==> src/rtl/ext_pkg.sv <==
`default_nettype none
// ============================================================================
// Module      : ext_pkg
// Description : Shared extension-mode encodings for the ID/EX immediate path.
// Revision    : 1.0 - initial release
// ============================================================================
package ext_pkg;

    localparam int EXT_OP_W = 3;

    localparam logic [EXT_OP_W-1:0] EXT_ZERO   = 3'd0;
    localparam logic [EXT_OP_W-1:0] EXT_SIGN   = 3'd1;
    localparam logic [EXT_OP_W-1:0] EXT_UPPER  = 3'd2;
    localparam logic [EXT_OP_W-1:0] EXT_BRANCH = 3'd3;
    localparam logic [EXT_OP_W-1:0] EXT_SHAMT  = 3'd4;

    // shamt occupies imm[10:6] in R-type encodings
    localparam int SHAMT_LSB = 6;
    localparam int SHAMT_W   = 5;

    function automatic logic is_reserved(input logic [EXT_OP_W-1:0] op);
        return (op > EXT_SHAMT);
    endfunction

endpackage
`default_nettype wire

==> src/rtl/imm_ext_core.sv <==
`default_nettype none
// ============================================================================
// Module      : imm_ext_core
// Description : Combinational immediate extender, five modes plus error tag.
// Revision    : 1.0 - initial release
// ============================================================================
module imm_ext_core
    import ext_pkg::*;
#(
    parameter int DATA_W = 32,
    parameter int IMM_W  = 16
) (
    input  logic [IMM_W-1:0]    imm,
    input  logic [EXT_OP_W-1:0] ext_op,
    output logic [DATA_W-1:0]   data,
    output logic                err
);

    logic [DATA_W-1:0] w_zext;
    logic [DATA_W-1:0] w_sext;
    logic [DATA_W-1:0] w_upper;
    logic [DATA_W-1:0] w_shamt;

    assign w_zext  = {{(DATA_W-IMM_W){1'b0}}, imm};
    assign w_sext  = {{(DATA_W-IMM_W){imm[IMM_W-1]}}, imm};
    assign w_upper = {imm, {(DATA_W-IMM_W){1'b0}}};
    assign w_shamt = {{(DATA_W-SHAMT_W){1'b0}}, imm[SHAMT_LSB+SHAMT_W-1:SHAMT_LSB]};

    always_comb begin
        data = '0;
        err  = is_reserved(ext_op);
        case (ext_op)
            EXT_ZERO:   data = w_zext;
            EXT_SIGN:   data = w_sext;
            EXT_UPPER:  data = w_upper;
            // bits pushed past the MSB are intentionally lost
            EXT_BRANCH: data = w_sext << 2;
            EXT_SHAMT:  data = w_shamt;
            default:    data = '0;
        endcase
    end

endmodule
`default_nettype wire

==> src/rtl/imm_ext_pipe.sv <==
`default_nettype none
// ============================================================================
// Module      : imm_ext_pipe
// Description : Registered immediate extension with a two-entry skid buffer.
// Revision    : 1.0 - initial release
// ============================================================================
module imm_ext_pipe
    import ext_pkg::*;
#(
    parameter int DATA_W = 32,
    parameter int IMM_W  = 16
) (
    input  logic                clk,
    input  logic                reset,
    input  logic                flush,
    input  logic                in_valid,
    output logic                in_ready,
    input  logic [IMM_W-1:0]    imm,
    input  logic [EXT_OP_W-1:0] ext_op,
    output logic                out_valid,
    input  logic                out_ready,
    output logic [DATA_W-1:0]   out_data,
    output logic                out_err
);

    logic [DATA_W-1:0] w_ext_data;
    logic              w_ext_err;
    logic              w_xfer_in;
    logic              w_xfer_out;
    logic              w_main_load;

    logic              r_main_valid;
    logic [DATA_W-1:0] r_main_data;
    logic              r_main_err;
    logic              r_skid_valid;
    logic [DATA_W-1:0] r_skid_data;
    logic              r_skid_err;

    imm_ext_core #(
        .DATA_W (DATA_W),
        .IMM_W  (IMM_W)
    ) u_core (
        .imm    (imm),
        .ext_op (ext_op),
        .data   (w_ext_data),
        .err    (w_ext_err)
    );

    assign w_xfer_in   = in_valid & ~r_skid_valid;
    assign w_xfer_out  = r_main_valid & out_ready;
    // main is free this cycle when empty or being consumed
    assign w_main_load = w_xfer_out | ~r_main_valid;

    always_ff @(posedge clk or posedge reset) begin
        if (reset) begin
            r_main_valid <= 1'b0;
            r_main_data  <= '0;
            r_main_err   <= 1'b0;
            r_skid_valid <= 1'b0;
            r_skid_data  <= '0;
            r_skid_err   <= 1'b0;
        end else if (flush) begin
            r_main_valid <= 1'b0;
            r_skid_valid <= 1'b0;
        end else if (w_main_load) begin
            if (r_skid_valid) begin
                // skid full implies in_ready low, so no new beat competes here
                r_main_valid <= 1'b1;
                r_main_data  <= r_skid_data;
                r_main_err   <= r_skid_err;
                r_skid_valid <= 1'b0;
            end else begin
                r_main_valid <= w_xfer_in;
                if (w_xfer_in) begin
                    r_main_data <= w_ext_data;
                    r_main_err  <= w_ext_err;
                end
            end
        end else if (w_xfer_in) begin
            r_skid_valid <= 1'b1;
            r_skid_data  <= w_ext_data;
            r_skid_err   <= w_ext_err;
        end
    end

    assign in_ready  = ~r_skid_valid;
    assign out_valid = r_main_valid;
    assign out_data  = r_main_data;
    assign out_err   = r_main_err;

endmodule
`default_nettype wire

==> config.mk <==
export PLATFORM = sky130hd
export DESIGN_NAME = imm_ext_pipe
export DESIGN_NICKNAME = d
export VERILOG_FILES = /design/src/rtl/ext_pkg.sv /design/src/rtl/imm_ext_core.sv /design/src/rtl/imm_ext_pipe.sv
export SDC_FILE = /design/constraint.sdc
export NUM_CORES = 1
export LEC_CHECK = 0
export CORE_MARGIN = 2
export CORE_UTILIZATION = 30
export CTS_BUF_LIST = sky130_fd_sc_hd__clkbuf_16
export DETAILED_ROUTE_END_ITERATION = 8
export GPL_ROUTABILITY_DRIVEN = 0
export GPL_TIMING_DRIVEN = 0
export HOLD_SLACK_MARGIN = 0.08
export PLACE_DENSITY = 0.48
export SLEW_MARGIN = 0
export SYNTH_ARGS = -nofsm -noshare
export SYNTH_HDL_FRONTEND = slang
export SYNTH_HIERARCHICAL = 1
export SYNTH_SLANG_ARGS = --single-unit
export TNS_END_PERCENT = 20
==> constraint.sdc <==
create_clock -name clk -period 6.81 [get_ports clk]
set_clock_uncertainty 0.05 [all_clocks]
set_input_delay 1.7025 -clock clk [delete_from_list [all_inputs] [get_ports clk]]
set_output_delay 1.7025 -clock clk [all_outputs]
set_load 0.005 [all_outputs]
==> metrics.yaml <==
grt:
  grt_usage_pct: 14.23
  antenna_found_initial: 0
  overflow: 0
  grt_max_degree: 69
  grt_pass1_vias: 2523
  grt_pass1_wl_mm: 14.10
route:
  wl_met1_mm: 4.330
  firstDrtPassIters: 4
  wl_per_cell_um: 17.30
  wl_met3_um: 219
  wirelength_mm: 8.652
  vias: 2421
  drtIter0Drc: 113
  detail-route-antenna-nets: 0
  top_layer_used: "met4"
  route.detailed.drc: 0
  wl_met2_mm: 3.982
  viasPerCell: 4.842
final_layout:
  synthToLayoutAreaGrowth_pct: 30.25
  drive_gt1_share_pct: 38.24
  n_antenna_cell: 0
  design_area_mm2: 0.004785
  finalNetCount: 372
synth:
  synthArstFlopShare_pct: 100.0
  ys.flop_type: "dfrtp_1"
  yosysSeqAreaShare_pct: 46.32
  syn_area_mm2: 0.003674
  synth_cells: 281
  syn_nets: 305
  syn_area_per_cell_um2: 13.07
  synth-edff-count: 0
  ys_types: 28
  yosys_warnings: 6
  synth-seq-cells: 68
setup_path:
  crit_arrival_ps: 1820
  required_ps: 5060
  path_max_fanout: 10
  timing.critical_path.from: "r_skid_valid$_DFFE_PP0P_"
  end_kind: "output pin"
  path_class: "reg -> out"
  cp-start-kind: "register"
  r2r-start: "r_skid_valid$_DFFE_PP0P_"
cts:
  clk_pin_slew_ps: 60
  clkSinkCount: 68
  cts_root_buf: "clkbuf_16"
  cts_resized: 0
  clk-insertion-delay-late_ps: 330
  clock_path_buffers: 2
  post-cts-setup-buffers: 0
  htreeDepth: 3
  ctsHoldBuffers: 0
  cts_tree: "done"
  cts_buffers: 9
power:
  ir_drop_v: 0.0001346
  power.density_mw_per_mm2: 268.6
  leakage_nw: 2.079
placed_design:
  dpl-instance-area_mm2: 0.004420
  dp_hpwl_mm: 5.974
  numPortBuffers: 56
min_path:
  holdCritPathClass: "reg -> reg"
  worstHoldStart: "out_data[29]$_DFFE_PP0P_"
sta:
  rsz0062_at_grt: "no"
  drv_slew: 0
  hold_viol_final: 0
  tns_ps: 0
  fin_crit_sh_pct: 52.46
  tightest_slew_ps: 882.5
  fin_crit_ps: 3573
  setup_viol_count_final: 0
  max_freq_mhz: 279.9
  relSlewSlack_pct: 41.16
die:
  rows: 40
  top_level_ports: 59
  die_area_mm2: 0.01315
  core_area_mm2: 0.01196
  fp.dieH_um: 114.7
  start_util_pct: 30.71
  fp.dieW_um: 114.7
flow_run:
  maxCapViolations: 0
run_status:
  status: "complete, no violations"
==> path summary, 6_finish.rpt <==
path	slack [ps]	endpoint	cells after the start
max in group asynchronous	4260	out_data[17]$_DFFE_PP0P_	2
min	430	out_data[29]$_DFFE_PP0P_	1
max reg2reg	4990	out_data[7]$_DFFE_PP0P_	4
min reg2reg	430	out_data[29]$_DFFE_PP0P_	1
max	3240	in_ready	4
min in group asynchronous	1840	out_data[11]$_DFFE_PP0P_	2
==> flip-flops by register name, summed over array words and instances, names as in the netlist <==
signal	cells
out_err	1
r_skid_err	1
r_skid_data	32
r_skid_valid	1
out_valid	1
out_data	32
==> logic make-up after synthesis <==
logic type             share of synthesized area [%]
AO/OA/AOI/OAI                                  5.177
flip-flops                                     46.32
multiplexers                                   33.41
buffers and inverters                          4.223
AND/OR/NAND/NOR                                10.87
==> placed cells by master, fill, tap and decap left out, types with 2 or more instances in the layout <==
cell type	Yosys	final
clkbuf_1	6	6
buf_4	6	6
nor2_1	3	3
nand3b_1	16	16
clkinvlp_4	0	2
clkdlybuf4s50_1	0	56
mux2_4	30	30
buf_2	7	7
a21oi_1	29	29
nand2b_1	13	13
bufinv_16	0	4
nand3_1	11	11
clkbuf_16	0	9
a221o_1	3	3
dfrtp_1	68	68
buf_6	4	4
mux2_1	2	2
mux2_2	67	67
nor4bb_1	2	2
==> layout make-up <==
cell class	count	area [µm²]
flip-flops and latches	68	1702
inverters	2	10.01
well taps	147	183.9
multi-input cells	188	1817
plain buffers	23	147.6
clock inverters	7	138.9
fillers	1153	7177
repair buffers	56	560.5
clock buffers	9	225.2
==> where the power goes <==
part	internal (mW)	leakage, nW	switching [mW]
Clock	0.393	0.169	0.177
Sequential	0.463	0.903	0.0286
Combinational	0.144	1.01	0.0795
==> worst max-delay path, cell delays in order, from the launching register on <==
cell,delay [ps]
dfrtp_1,340
buf_6,160
clkbuf_1,450
inv_1,80
clkdlybuf4s50_1,460
==> layer usage <==
layer | vias to the layer above | track usage (%)
met5 | - | 0
met2 | 47 | 21.93
li1 | 1155 | -
met3 | 9 | 3.282
met1 | 1210 | 19.75
met4 | 0 | 4.634
==> through the flow <==
stage               worst slack, ps  std cells  hold WS, ps  power, mW  utilization (%)
floorplan                      3346        281        425.0     0.6231                -
global placement               1992        484        418.7     0.7202            36.94
global route                   3130        500        456.0      1.350            40.00
finish                         3237        500        431.5      1.285            40.00
CTS                            3197        500        439.0      1.308            40.00
detailed placement             3163        484        425.1     0.7232            36.96
==> synth_stat cells, types with 2 or more instances <==
cell type  instances  area, µm²
a21oi_1           29      145.1
a221o_1            3      30.03
buf_2              7      35.03
buf_4              6      45.04
buf_6              4      45.04
clkbuf_1           6      22.52
dfrtp_1           68       1702
inv_1              2      7.510
mux2_1             2      22.52
mux2_2            67      754.5
mux2_4            30      450.4
nand2b_1          13      81.33
nand3_1           11      55.05
nand3b_1          16      120.1
nor2_1             3      11.26
nor4bb_1           2      20.02
(Power assumes the default switching activity.)
